### config.mk
export PLATFORM = sky130hd
export DESIGN_NAME = axi_lite_cfg_master
export DESIGN_NICKNAME = d
export VERILOG_FILES = /design/src/rtl/axi_lite_pkg.sv /design/src/rtl/axi_lite_cfg_master.sv
export SDC_FILE = /design/constraint.sdc
export NUM_CORES = 1
export LEC_CHECK = 0
export ABC_CLOCK_PERIOD_IN_PS = 5200
export BUFFER_PORTS_ARGS = -buffer_cell sky130_fd_sc_hd__buf_2
export CORE_MARGIN = 2
export CORE_UTILIZATION = 55
export CTS_BUF_LIST = sky130_fd_sc_hd__clkbuf_8
export CTS_CLUSTER_DIAMETER = 40
export DETAILED_ROUTE_END_ITERATION = 12
export PLACE_DENSITY = 0.89
export SLEW_MARGIN = 20
export SYNTH_ARGS = -nofsm -noshare
export SYNTH_HDL_FRONTEND = slang
export SYNTH_SLANG_ARGS = --single-unit
### constraint.sdc
create_clock -name clk -period 5.2 [get_ports clk]
set_input_delay 0.78 -clock clk [delete_from_list [all_inputs] [get_ports clk]]
set_output_delay 0.78 -clock clk [all_outputs]
set_load 0.01 [all_outputs]
### src/rtl/axi_lite_pkg.sv
// rtl/axi_lite_pkg.sv - AXI-Lite response codes and initiator state encoding
package axi_lite_pkg;

    localparam logic [1:0] AXI_OK  = 2'b00;
    localparam logic [1:0] AXI_ERR = 2'b10;

    typedef enum logic [2:0] {
        IDLE,
        WR,
        WR_RESP,
        RD_ADDR,
        RD_DATA,
        RSP
    } state_t;

endpackage

### src/rtl/axi_lite_cfg_master.sv
// rtl/axi_lite_cfg_master.sv - single-outstanding AXI-Lite initiator for register commands
module axi_lite_cfg_master
    import axi_lite_pkg::*;
#(
    parameter int ADDR_WIDTH     = 8,
    parameter int TIMEOUT_CYCLES = 1024
) (
    input  logic                  clk,
    input  logic                  reset,
    input  logic                  cmd_valid,
    output logic                  cmd_ready,
    input  logic                  cmd_write,
    input  logic [ADDR_WIDTH-1:0] cmd_addr,
    input  logic [31:0]           cmd_wdata,
    output logic                  rsp_valid,
    input  logic                  rsp_ready,
    output logic [31:0]           rsp_rdata,
    output logic [1:0]            rsp_resp,
    output logic                  rsp_timeout,
    output logic [ADDR_WIDTH-1:0] m_axi_lite_awaddr,
    output logic                  m_axi_lite_awvalid,
    input  logic                  m_axi_lite_awready,
    output logic [31:0]           m_axi_lite_wdata,
    output logic [3:0]            m_axi_lite_wstrb,
    output logic                  m_axi_lite_wvalid,
    input  logic                  m_axi_lite_wready,
    input  logic [1:0]            m_axi_lite_bresp,
    input  logic                  m_axi_lite_bvalid,
    output logic                  m_axi_lite_bready,
    output logic [ADDR_WIDTH-1:0] m_axi_lite_araddr,
    output logic                  m_axi_lite_arvalid,
    input  logic                  m_axi_lite_arready,
    input  logic [31:0]           m_axi_lite_rdata,
    input  logic [1:0]            m_axi_lite_rresp,
    input  logic                  m_axi_lite_rvalid,
    output logic                  m_axi_lite_rready
);

    localparam logic [15:0] TMO_LIMIT = 16'(TIMEOUT_CYCLES);

    state_t                state_q, state_d;
    logic [ADDR_WIDTH-1:0] addr_q, addr_d;
    logic [31:0]           wdata_q, wdata_d;
    logic                  awvalid_q, awvalid_d, wvalid_q, wvalid_d;
    logic                  arvalid_q, arvalid_d, bready_q, bready_d, rready_q, rready_d;
    logic                  rsp_valid_q, rsp_valid_d, rsp_timeout_q, rsp_timeout_d;
    logic [31:0]           rdata_q, rdata_d;
    logic [1:0]            resp_q, resp_d;
    logic [15:0]           tmo_cnt_q, tmo_cnt_d;
    logic                  tmo_hit, aw_done, w_done;

    assign cmd_ready          = (state_q == IDLE) && !reset;
    assign rsp_valid          = rsp_valid_q;
    assign rsp_rdata          = rdata_q;
    assign rsp_resp           = resp_q;
    assign rsp_timeout        = rsp_timeout_q;
    assign m_axi_lite_awaddr  = addr_q;
    assign m_axi_lite_araddr  = addr_q;
    assign m_axi_lite_wdata   = wdata_q;
    assign m_axi_lite_wstrb   = 4'hF;
    assign m_axi_lite_awvalid = awvalid_q;
    assign m_axi_lite_wvalid  = wvalid_q;
    assign m_axi_lite_arvalid = arvalid_q;
    assign m_axi_lite_bready  = bready_q;
    assign m_axi_lite_rready  = rready_q;

    // The counter is cleared on the accept edge, so expiry lands one cycle after it passes TIMEOUT_CYCLES-1.
    assign tmo_hit = (TIMEOUT_CYCLES != 0) && (tmo_cnt_q == TMO_LIMIT);
    // A channel whose valid has already dropped inside WR has completed its handshake.
    assign aw_done = !awvalid_q || m_axi_lite_awready;
    assign w_done  = !wvalid_q  || m_axi_lite_wready;

    always_comb begin
        state_d       = state_q;
        addr_d        = addr_q;
        wdata_d       = wdata_q;
        awvalid_d     = awvalid_q;
        wvalid_d      = wvalid_q;
        arvalid_d     = arvalid_q;
        bready_d      = bready_q;
        rready_d      = rready_q;
        rsp_valid_d   = rsp_valid_q;
        rsp_timeout_d = rsp_timeout_q;
        rdata_d       = rdata_q;
        resp_d        = resp_q;
        tmo_cnt_d     = tmo_cnt_q + 16'd1;
        case (state_q)
            IDLE: begin
                tmo_cnt_d = '0;
                if (cmd_valid && cmd_ready) begin
                    addr_d  = cmd_addr & ~ADDR_WIDTH'(3);
                    wdata_d = cmd_wdata;
                    if (cmd_write) begin
                        state_d   = WR;
                        awvalid_d = 1'b1;
                        wvalid_d  = 1'b1;
                    end else begin
                        state_d   = RD_ADDR;
                        arvalid_d = 1'b1;
                    end
                end
            end
            WR: begin
                if (m_axi_lite_awready) awvalid_d = 1'b0;
                if (m_axi_lite_wready)  wvalid_d  = 1'b0;
                if (aw_done && w_done) begin
                    state_d  = WR_RESP;
                    bready_d = 1'b1;
                end else if (tmo_hit) begin
                    state_d = RSP;
                end
            end
            WR_RESP: begin
                if (m_axi_lite_bvalid) begin
                    state_d     = RSP;
                    bready_d    = 1'b0;
                    rsp_valid_d = 1'b1;
                    resp_d      = m_axi_lite_bresp;
                    rdata_d     = '0;
                end else if (tmo_hit) begin
                    state_d = RSP;
                end
            end
            RD_ADDR: begin
                if (m_axi_lite_arready) begin
                    state_d   = RD_DATA;
                    arvalid_d = 1'b0;
                    rready_d  = 1'b1;
                end else if (tmo_hit) begin
                    state_d = RSP;
                end
            end
            RD_DATA: begin
                if (m_axi_lite_rvalid) begin
                    state_d     = RSP;
                    rready_d    = 1'b0;
                    rsp_valid_d = 1'b1;
                    resp_d      = m_axi_lite_rresp;
                    rdata_d     = m_axi_lite_rdata;
                end else if (tmo_hit) begin
                    state_d = RSP;
                end
            end
            RSP: begin
                tmo_cnt_d = tmo_cnt_q;
                if (rsp_ready) begin
                    state_d       = IDLE;
                    rsp_valid_d   = 1'b0;
                    rsp_timeout_d = 1'b0;
                end
            end
            default: state_d = IDLE;
        endcase
        // Abandon the bus: the transition into RSP from a bus state only happens on expiry here.
        if (state_q != IDLE && state_q != RSP && state_d == RSP && !rsp_valid_d) begin
            awvalid_d     = 1'b0;
            wvalid_d      = 1'b0;
            arvalid_d     = 1'b0;
            bready_d      = 1'b0;
            rready_d      = 1'b0;
            rsp_valid_d   = 1'b1;
            rsp_timeout_d = 1'b1;
            resp_d        = AXI_ERR;
            rdata_d       = '0;
        end
    end

    always_ff @(posedge clk) begin
        if (reset) begin
            state_q       <= IDLE;
            addr_q        <= '0;
            wdata_q       <= '0;
            awvalid_q     <= 1'b0;
            wvalid_q      <= 1'b0;
            arvalid_q     <= 1'b0;
            bready_q      <= 1'b0;
            rready_q      <= 1'b0;
            rsp_valid_q   <= 1'b0;
            rsp_timeout_q <= 1'b0;
            rdata_q       <= '0;
            resp_q        <= AXI_OK;
            tmo_cnt_q     <= '0;
        end else begin
            state_q       <= state_d;
            addr_q        <= addr_d;
            wdata_q       <= wdata_d;
            awvalid_q     <= awvalid_d;
            wvalid_q      <= wvalid_d;
            arvalid_q     <= arvalid_d;
            bready_q      <= bready_d;
            rready_q      <= rready_d;
            rsp_valid_q   <= rsp_valid_d;
            rsp_timeout_q <= rsp_timeout_d;
            rdata_q       <= rdata_d;
            resp_q        <= resp_d;
            tmo_cnt_q     <= tmo_cnt_d;
        end
    end

endmodule

### Yosys cells after proc, flatten, opt, wreduce, memory -nomap -nowiden

Cells that the tools add are included.

| operators by class | value |
|---|---|
| multiplexer cells | 41 |
| reduce and logical (&&, ||, !) cells | 32 |
| $add $sub $neg | 1 |
| eq/ne operators | 19 |

Operator list:

| operator | count |
|---|---|
| $mux W32 | 2 |
| $pmux W32 S2 | 1 |
| $pmux W16 S2 | 1 |
| $mux W3 | 7 |
| $mux W1 | 18 |
| $pmux W3 S6 | 1 |
| $add A16 B1 Y16 const B | 1 |
| $eq A16 B11 Y1 const B | 1 |
| $ne A2 B2 Y1 const B | 8 |
| $reduce_bool A2 Y1 | 7 |
| $reduce_and A3 Y1 | 4 |
| $reduce_and A4 Y1 | 3 |
| $pmux W1 S2 | 5 |
| $eq A3 B3 Y1 const B | 3 |
| $ne A3 B3 Y1 const B | 3 |
| $mux W2 | 4 |
| $eq A3 B2 Y1 const B | 2 |
| $logic_and A1 B1 Y1 | 6 |
| $reduce_bool A3 Y1 | 2 |
| $logic_not A1 Y1 | 4 |
| $pmux W2 S2 | 1 |
| $reduce_and A2 Y1 | 2 |
| $eq A3 B1 Y1 const B | 1 |
| $logic_not A3 Y1 | 1 |
| 4 further kinds | 5 |

| word-level totals | value |
|---|---|
| logic and storage cells | 107 |
| bits of input ports | 86 |
| bits in registers | 98 |
| output and inout bits | 94 |

### Longest topological paths before layout

Gate-level depths: netlist of run 1.

| logic depth | value |
|---|---|
| depth in word-level cells | 10 |
| depth in mapped cells | 9 |
| gate-level depth less buffers | 7 |

### Least setup slack after synthesis of run 1

No wires, ideal clock.

| timing path | value |
|---|---|
| kind | input port to flip-flop |
| start | input reset |
| end | register rdata_q[10], in the netlist rsp_rdata[10] |
| arrival | 2.253 ns |
| required time | 5.048 ns |
| library setup time | 0.152 ns |
| buffers on the path | 3 |
| stages | 8 |
| setup slack | 2.796 ns |
| cell sequence | clkbuf_1 -> nor4_1 -> nand2_1 -> nand2_1 -> o22a_1 -> buf_6 -> buf_6 -> a221oi_2 |

| between the ends | value |
|---|---|
| cells in the longest elaborated chain, start to end | 9 |

Ends and longest elaborated chain:

| item | line | source |
|---|---|---|
| start: declaration | axi_lite_cfg_master.sv:9 | `input logic reset,` |
| $logic_not A1 Y1 | axi_lite_cfg_master.sv:52 | `assign cmd_ready = (state_q == IDLE) && !reset;` |
| $logic_and A1 B1 Y1 | axi_lite_cfg_master.sv:52 |  |
| named net cmd_ready | axi_lite_cfg_master.sv:11 | `output logic cmd_ready,` |
| $logic_and A1 B1 Y1 | axi_lite_cfg_master.sv:90 | `if (cmd_valid && cmd_ready) begin` |
| $mux W3 | axi_lite_cfg_master.sv:90 |  |
| $pmux W3 S6 | axi_lite_cfg_master.sv:87 | `case (state_q)` |
| $eq A3 B3 Y1 | axi_lite_cfg_master.sv:155 | `if (state_q != IDLE && state_q != RSP && state_d == RSP && !rsp_valid_d) begin` |
| $logic_and A1 B1 Y1 (2 in series) | axi_lite_cfg_master.sv:155 |  |
| $reduce_or A2 Y1 (no line) | -- |  |
| end signal: assignment | axi_lite_cfg_master.sv:194 | `rdata_q <= rdata_d;` |
| end: declaration | axi_lite_cfg_master.sv:47 | `logic [31:0] rdata_q, rdata_d;` |

The timed path passes the listed nets, and every way through them passes these cells.
A chain may end at the register's enable or synchronous reset.

### Final worst setup path of run 1

| timing path | value |
|---|---|
| start | register state_q[2] |
| end | register rdata_q[31], in the netlist rsp_rdata[31] |

| between the ends | value |
|---|---|
| cells in the longest elaborated chain, start to end | 9 |
| elaborated cells on any way between the ends | 30 |
| those cells by class | eq/ne: 9; mux: 10; reduce/logical: 11 |

Ends and longest elaborated chain:

| item | line | source |
|---|---|---|
| start: declaration | axi_lite_cfg_master.sv:41 | `state_t state_q, state_d;` |
| start signal: assignment | axi_lite_cfg_master.sv:184 | `state_q <= state_d;` |
| $logic_not A3 Y1 | axi_lite_cfg_master.sv:52, axi_lite_cfg_master.sv:87 |  |
| $logic_and A1 B1 Y1 | axi_lite_cfg_master.sv:52 |  |
| $logic_and A1 B1 Y1 | axi_lite_cfg_master.sv:90 |  |
| $mux W3 | axi_lite_cfg_master.sv:90 |  |
| $pmux W3 S6 | axi_lite_cfg_master.sv:87 |  |
| $eq A3 B3 Y1 | axi_lite_cfg_master.sv:155 |  |
| $logic_and A1 B1 Y1 (2 in series) | axi_lite_cfg_master.sv:155 |  |
| $reduce_or A2 Y1 (no line) | -- |  |

Several ways; a longest one is shown, not always the timed one.

==> impl_metrics.py, run 1 <==
metrics = {
    "outcome": {
        "status": "finished clean",
    },
    "placement": {
        "routabilityCongestion": 0.8710,
        "io_buffers": 169,
        "dp_slack_ns": 2.086,
        "place_inst": 775,
        "hpwlAfterDp_um": 8398,
    },
    "worst_setup_path": {
        "slowest_delay_ns": 0.87,
        "endpoint_kind": "flip-flop",
        "crit_slowest_cell": "o22a_2",
        "cp.arrival_ns": 3.42,
        "cp_max_fo": 38,
        "rr_startpoint": "state_q[2]",
        "worstPathCellList": "nor2b_1, a21oi_1, o21ai_0, o22a_2, a221oi_1",
        "crit_required_ns": 5.39,
        "cp-start-kind": "flip-flop",
        "worstSetupStartpoint": "state_q[2]",
        "ff2ff_path_depth": 5,
        "regToRegSetupSlack_ns": 1.97,
        "path_buf_inv": 0,
        "path_class": "flip-flop to flip-flop",
        "cp_top_family": "compound AO/OA/AOI/OAI gates",
        "path_depth": 5,
    },
    "timing": {
        "slew_headroom": 0.3239,
        "tightest_slew_ns": 1.014,
        "rsz0062_at_grt": "false",
        "hold_viol_final": 0,
        "setup_viol": 0,
        "finClkSkew_ns": 0.01726,
        "worst_slack_ns": 1.967,
        "min_period_ns": 3.233,
        "drv_slew": 0,
        "fmax_mhz": 309.3,
        "fin_crit_sh": 0.6217,
        "whs_ns": 0.4777,
        "setup-tns-final_ns": 0,
    },
    "clocking": {
        "holdBufCountCts": 0,
        "cts-root-buf": "clkbuf_8",
        "cts_tree": "done",
        "cts_sinks": 98,
        "clock_latency_ns": 0.36,
        "cts_inserted_buffers": 9,
        "post-cts-setup-buffers": 0,
        "clock_path_buffers": 2,
        "clk_pin_slew_worst_paths_ns": 0.10,
        "htreeDepth": 3,
        "ctsResizeCount": 0,
    },
    "cells_and_area": {
        "finalNonFillerCells": 791,
        "num_antenna_cells": 0,
        "drive_gt1_frac": 0.3192,
        "area_growth_pct": 20.32,
        "nets": 769,
    },
    "power": {
        "leakagePower_uw": 0.002404,
        "seqPwrFrac": 0.486,
        "ir_worst_vdd_mv": 0.2009,
        "power_frac_comb": 0.223,
        "pwr-share-clk": 0.291,
        "power.total_uw": 1721,
        "power_switching_uw": 543.4,
        "power_density_mw_per_mm2": 306.5,
        "internal_power_uw": 1178,
        "p_sw_frac": 0.3157,
    },
    "job": {
        "cap_violations": 0,
    },
    "synth": {
        "synth_edf_count": 0,
        "synthArstFlopShare": 0,
        "yosys.area.top_type": "dfxtp_1",
        "ys_ff_latch": 98,
        "synth_area_leaders": "dfxtp_1 42%, nand2_1 8.2%, nand3b_1 6.9%, a221oi_2 6.4%, nand3_1 4.7%",
        "synth_area_mm2": 0.004668,
        "synth_top_area_frac": 0.4203,
        "yosysSeqAreaShare": 0.4203,
        "synth.distinct_cells": 46,
        "synth_ff_type": "dfxtp_1",
        "synth_warnings": 0,
        "syn_area_per_cell_um2": 8.472,
        "synthCells": 551,
    },
    "grt": {
        "grt_use_total": 0.2598,
        "grt_max_degree": 98,
        "antenna_found_initial": 0,
        "grt_pass1_wl_um": 19080,
        "grt_pass1_vias": 4112,
        "grt.overflow.total": 0,
    },
    "routing": {
        "dr_total_vias": 4610,
        "drt-total-wl_um": 12430,
        "dr.first_iter.drc_count": 413,
        "wire_per_inst_um": 15.71,
        "drc_errors": 0,
        "ant_nets": 0,
        "avgViaCountPerCell": 5.828,
        "firstDrtPassIters": 5,
    },
    "die": {
        "core-area_mm2": 0.008217,
        "die_x_um": 96.13,
        "die_h_um": 96.13,
        "std_cell_rows": 33,
        "start_util": 0.5681,
        "dieArea_mm2": 0.009241,
        "ios": 180,
    },
    "hold_path": {
        "worstHoldStart": "m_axi_lite_wdata[13]",
        "holdPathStages": 2,
        "worst_hold_path_type": "flip-flop to flip-flop",
    },
}
## flip-flops by register name, summed over array words and instances, names as in the netlist
signal and count:
rsp_timeout 1, m_axi_lite_wvalid 1, rsp_valid 1, rsp_resp 2
m_axi_lite_araddr 6, state_q 3, m_axi_lite_arvalid 1, m_axi_lite_rready 1
m_axi_lite_bready 1, m_axi_lite_wdata 32, rsp_rdata 32, tmo_cnt_q 16
m_axi_lite_awvalid 1
## cells in the final DEF, fill, tap and decap left out, types with 2 or more instances in the layout
cell type | synthesis | layout
nand2_1 | 102 | 102
a22oi_1 | 2 | 2
nand3b_1 | 43 | 43
a21oi_4 | 0 | 2
nand2b_1 | 34 | 34
inv_1 | 3 | 4
a31oi_1 | 8 | 8
and3_1 | 2 | 2
nand4_1 | 4 | 4
a211oi_1 | 8 | 8
a221oi_2 | 20 | 20
nor4_1 | 5 | 5
nand3_1 | 44 | 44
a221oi_1 | 13 | 13
dfxtp_1 | 98 | 98
nor2b_1 | 9 | 9
or3_1 | 3 | 3
a41oi_1 | 3 | 3
nor2_1 | 16 | 16
clkinv_4 | 0 | 2
nor4b_1 | 2 | 2
nor3_1 | 10 | 10
ha_1 | 2 | 2
clkbuf_8 | 0 | 10
a2111oi_0 | 2 | 2
conb_1 | 2 | 8
a21oi_1 | 22 | 21
buf_4 | 15 | 7
buf_2 | 14 | 169
o22ai_1 | 3 | 3
o21ai_0 | 13 | 13
## power groups by stage
stage / clock network [µW] / registers, µW / logic [µW]
3_3_place_gp: 0 / 851 / 369
2_1_floorplan: 0 / 865 / 243
5_1_grt: 544 / 844 / 422
4_1_cts: 512 / 836 / 382
3_5_place_dp: 0 / 852 / 380
6_report: 501 / 837 / 384
## cell usage after synthesis (all sizes together), types with 8 or more instances
master	n
clkbuf	27
nand2b	34
nor2b	9
dfxtp	98
nand3b	43
nand2	102
a31oi	8
a21oi	23
buf	36
nand3	44
a221oi	33
nor3	10
o21ai	13
a211oi	8
nor2	16
## area by class of cell
class / instances / area [µm²]
inverters: 3 / 11.26
fillers: 656 / 2600
well taps: 105 / 131.4
multi-input cells: 393 / 2411
repair buffers: 176 / 898.4
clock buffers: 10 / 137.6
flip-flops and latches: 98 / 1962
clock inverters: 6 / 65.06
## layer usage
| metal | global-route usage | wire length [µm] | vias to the layer above |
|---|---|---|---|
| li1 | - | - | 2206 |
| met2 | 0.4317 | 5922 | 233 |
| met1 | 0.3161 | 5001 | 2152 |
| met3 | 0.07674 | 1311 | 19 |
| met5 | 0 | 0 | - |
| met4 | 0.09881 | 193 | 0 |
## stage by stage
stage,utilization,cell area (µm²)
detailed placement,0.6589,5414
finish,0.6836,5617
global placement,0.6589,5414
global route,0.6836,5617
floorplan,-,4691
CTS,0.6836,5617
## worst min-delay path: stages, from the launching register on
cell and delay [ns]:
dfxtp_1 0.32, nand3b_1 0.07, nand2_1 0.05
## worst paths after layout
check	endpoint
max reg2reg	rsp_rdata[31]
min	m_axi_lite_wdata[13]
max	rsp_rdata[31]
min reg2reg	m_axi_lite_wdata[13]
## kinds of logic after synthesis
logic type,count (synthesis),share of synthesized area
and+or+nand+nor,278,0.3098
AOI/OAI and AO/OA,104,0.1871
DFF,98,0.4203
buffers and inverters,66,0.07371
adders and majority gates,2,0.005360
other,2,0.001609
muxes,1,0.002144
Note: power is estimated with default switching activity, not from simulation.
==> inputs of run 2 (changes only) <==
--- a/config.mk
+++ b/config.mk
@@ -5,14 +5,14 @@
 export SDC_FILE = /design/constraint.sdc
 export NUM_CORES = 1
 export LEC_CHECK = 0
-export ABC_CLOCK_PERIOD_IN_PS = 5200
+export ABC_CLOCK_PERIOD_IN_PS = 3000
 export BUFFER_PORTS_ARGS = -buffer_cell sky130_fd_sc_hd__buf_2
 export CORE_MARGIN = 2
-export CORE_UTILIZATION = 55
+export CORE_UTILIZATION = 51
 export CTS_BUF_LIST = sky130_fd_sc_hd__clkbuf_8
 export CTS_CLUSTER_DIAMETER = 40
 export DETAILED_ROUTE_END_ITERATION = 12
-export PLACE_DENSITY = 0.89
+export PLACE_DENSITY = 0.83
 export SLEW_MARGIN = 20
 export SYNTH_ARGS = -nofsm -noshare
 export SYNTH_HDL_FRONTEND = slang
==> constraint.sdc (replaced) <==
create_clock -name clk -period 3 [get_ports clk]
set_input_delay 0.45 -clock clk [delete_from_list [all_inputs] [get_ports clk]]
set_output_delay 0.45 -clock clk [all_outputs]
set_load 0.01 [all_outputs]
==> impl_metrics.py, run 2 (same netlist as run 1, synthesis figures left out) <==
metrics = {
    "timing": {
        "finClkSkew_ns": 0.01855,
        "setup-tns-final_ns": 0,
        "whs_ns": 0.2611,
        "fin_crit_sh": 0.8305,
        "fmax_mhz": 401.4,
        "slew_headroom": 0.3209,
        "hold_viol_final": 0,
        "setup_viol": 0,
        "drv_slew": 0,
        "tightest_slew_ns": 1.019,
        "min_period_ns": 2.492,
        "rsz0062_at_grt": "false",
    },
    "grt": {
        "grt_max_degree": 98,
        "antenna_found_initial": 0,
        "grt_pass1_wl_um": 20060,
        "grt.overflow.total": 0,
        "grt_use_total": 0.2454,
        "grt_pass1_vias": 4326,
    },
    "die": {
        "std_cell_rows": 34,
        "start_util": 0.5301,
        "ios": 180,
        "dieArea_mm2": 0.009935,
        "die_h_um": 99.68,
        "die_x_um": 99.68,
        "core-area_mm2": 0.008806,
    },
    "power": {
        "power_density_mw_per_mm2": 537.0,
        "leakagePower_uw": 0.002438,
        "ir_worst_vdd_mv": 0.3322,
    },
    "cells_and_area": {
        "layout_common_cells": "169 x buf_2, 102 x nand2_1, 98 x dfxtp_1",
        "num_antenna_cells": 0,
        "nFillCells": 742,
        "multi_input_area_mm2": 0.002411,
        "regArea_mm2": 0.001962,
        "finalNonFillerCells": 799,
        "post-route-cell-area_mm2": 0.005682,
        "utilization": 0.6452,
        "drive_gt1_frac": 0.3256,
        "nets": 774,
        "area_growth_pct": 21.71,
        "final_common_cell": "buf_2",
    },
    "routing": {
        "avgViaCountPerCell": 5.773,
        "drt-total-wl_um": 12450,
        "dr.first_iter.drc_count": 422,
        "dr_total_vias": 4613,
        "firstDrtPassIters": 5,
        "wire_per_inst_um": 15.59,
        "ant_nets": 0,
        "drc_errors": 0,
    },
    "clocking": {
        "cts_sinks": 98,
        "post-cts-setup-buffers": 0,
        "clock_path_buffers": 2,
        "clk_pin_slew_worst_paths_ns": 0.11,
        "cts_tree": "done",
        "holdBufCountCts": 0,
        "ctsResizeCount": 0,
        "cts_inserted_buffers": 9,
        "htreeDepth": 3,
        "clock_latency_ns": 0.36,
        "cts-root-buf": "clkbuf_8",
    },
    "outcome": {
        "status": "finished clean",
    },
    "placement": {
        "hpwlAfterDp_um": 8582,
        "placed_area_mm2": 0.005468,
        "io_buffers": 169,
        "routabilityCongestion": 0.8909,
        "place_inst": 783,
    },
    "job": {
        "cap_violations": 0,
    },
    "worst_setup_path": {
        "path_class": "flip-flop to flip-flop",
        "endpoint_kind": "flip-flop",
        "crit_required_ns": 3.18,
        "cp-start-kind": "flip-flop",
        "cp_max_fo": 21,
        "cp.arrival_ns": 2.67,
    },
    "hold_path": {
        "worst_hold_path_type": "input pin to flip-flop",
    },
}
==> run 2: cell types whose count changed in the layout (fill, tap and decap cells not counted) <==
cell / previous run / this run
clkinv_4: 2 / 1
clkinv_2: 1 / 0
buf_4: 7 / 11
inv_8: 0 / 3
inv_1: 4 / 3
buf_12: 0 / 1
clkbuf_8: 10 / 9
inv_6: 1 / 2
==> run 2: per-stage QoR <==
stage | power (µW) | setup WS [ns]
after global placement | 2133 | 0.6789
after floorplan | 1920 | 0.8841
after global routing | 3203 | 0.3640
after CTS | 3066 | 0.5902
after detailed placement | 2152 | 0.6280
final | 3051 | 0.5085
==> run 2: routing by layer <==
layer  track usage  vias to the layer above  wire length (µm)
li1              -                     2210                 -
met1        0.3149                     2155              5264
met2        0.3976                      225              5832
met3       0.06184                       23              1060
met4       0.09589                        0               294
met5             0                        -                 0
==> run 2: cell type report <==
type	count	area share
Clock buffer	9	0.02180
Clock inverter	7	0.01586
Inverter	3	0.001982
Multi-Input combinational cell	393	0.4244
Sequential cell	98	0.3453
Tap cell	108	0.02378
Timing Repair Buffer	181	0.1669
==> run 2: worst paths after layout <==
check	slack (ns)	cells after the start	start	to
setup / recovery	0.51	6	state_q[2]	rsp_rdata[5]
hold / removal	0.26	3	cmd_wdata[24]	m_axi_lite_wdata[24]
setup reg to reg	0.51	6	state_q[2]	rsp_rdata[5]
hold reg to reg	0.48	2	m_axi_lite_wdata[8]	m_axi_lite_wdata[8]
==> run 2: report_power, final <==
group,switching [µW],leakage [µW],internal (µW)
clock network,504,0.000110,411
registers,68.6,0.000797,1390
logic,420,0.00153,260
total,993,0.00244,2060
==> run 2: critical path, cell delays in order (launching register included) <==
cell	delay (ns)
dfxtp_1	0.68
nor2b_1	0.51
a21oi_1	0.07
o21ai_0	0.40
o22a_2	0.22
buf_4	0.29
a221oi_1	0.15
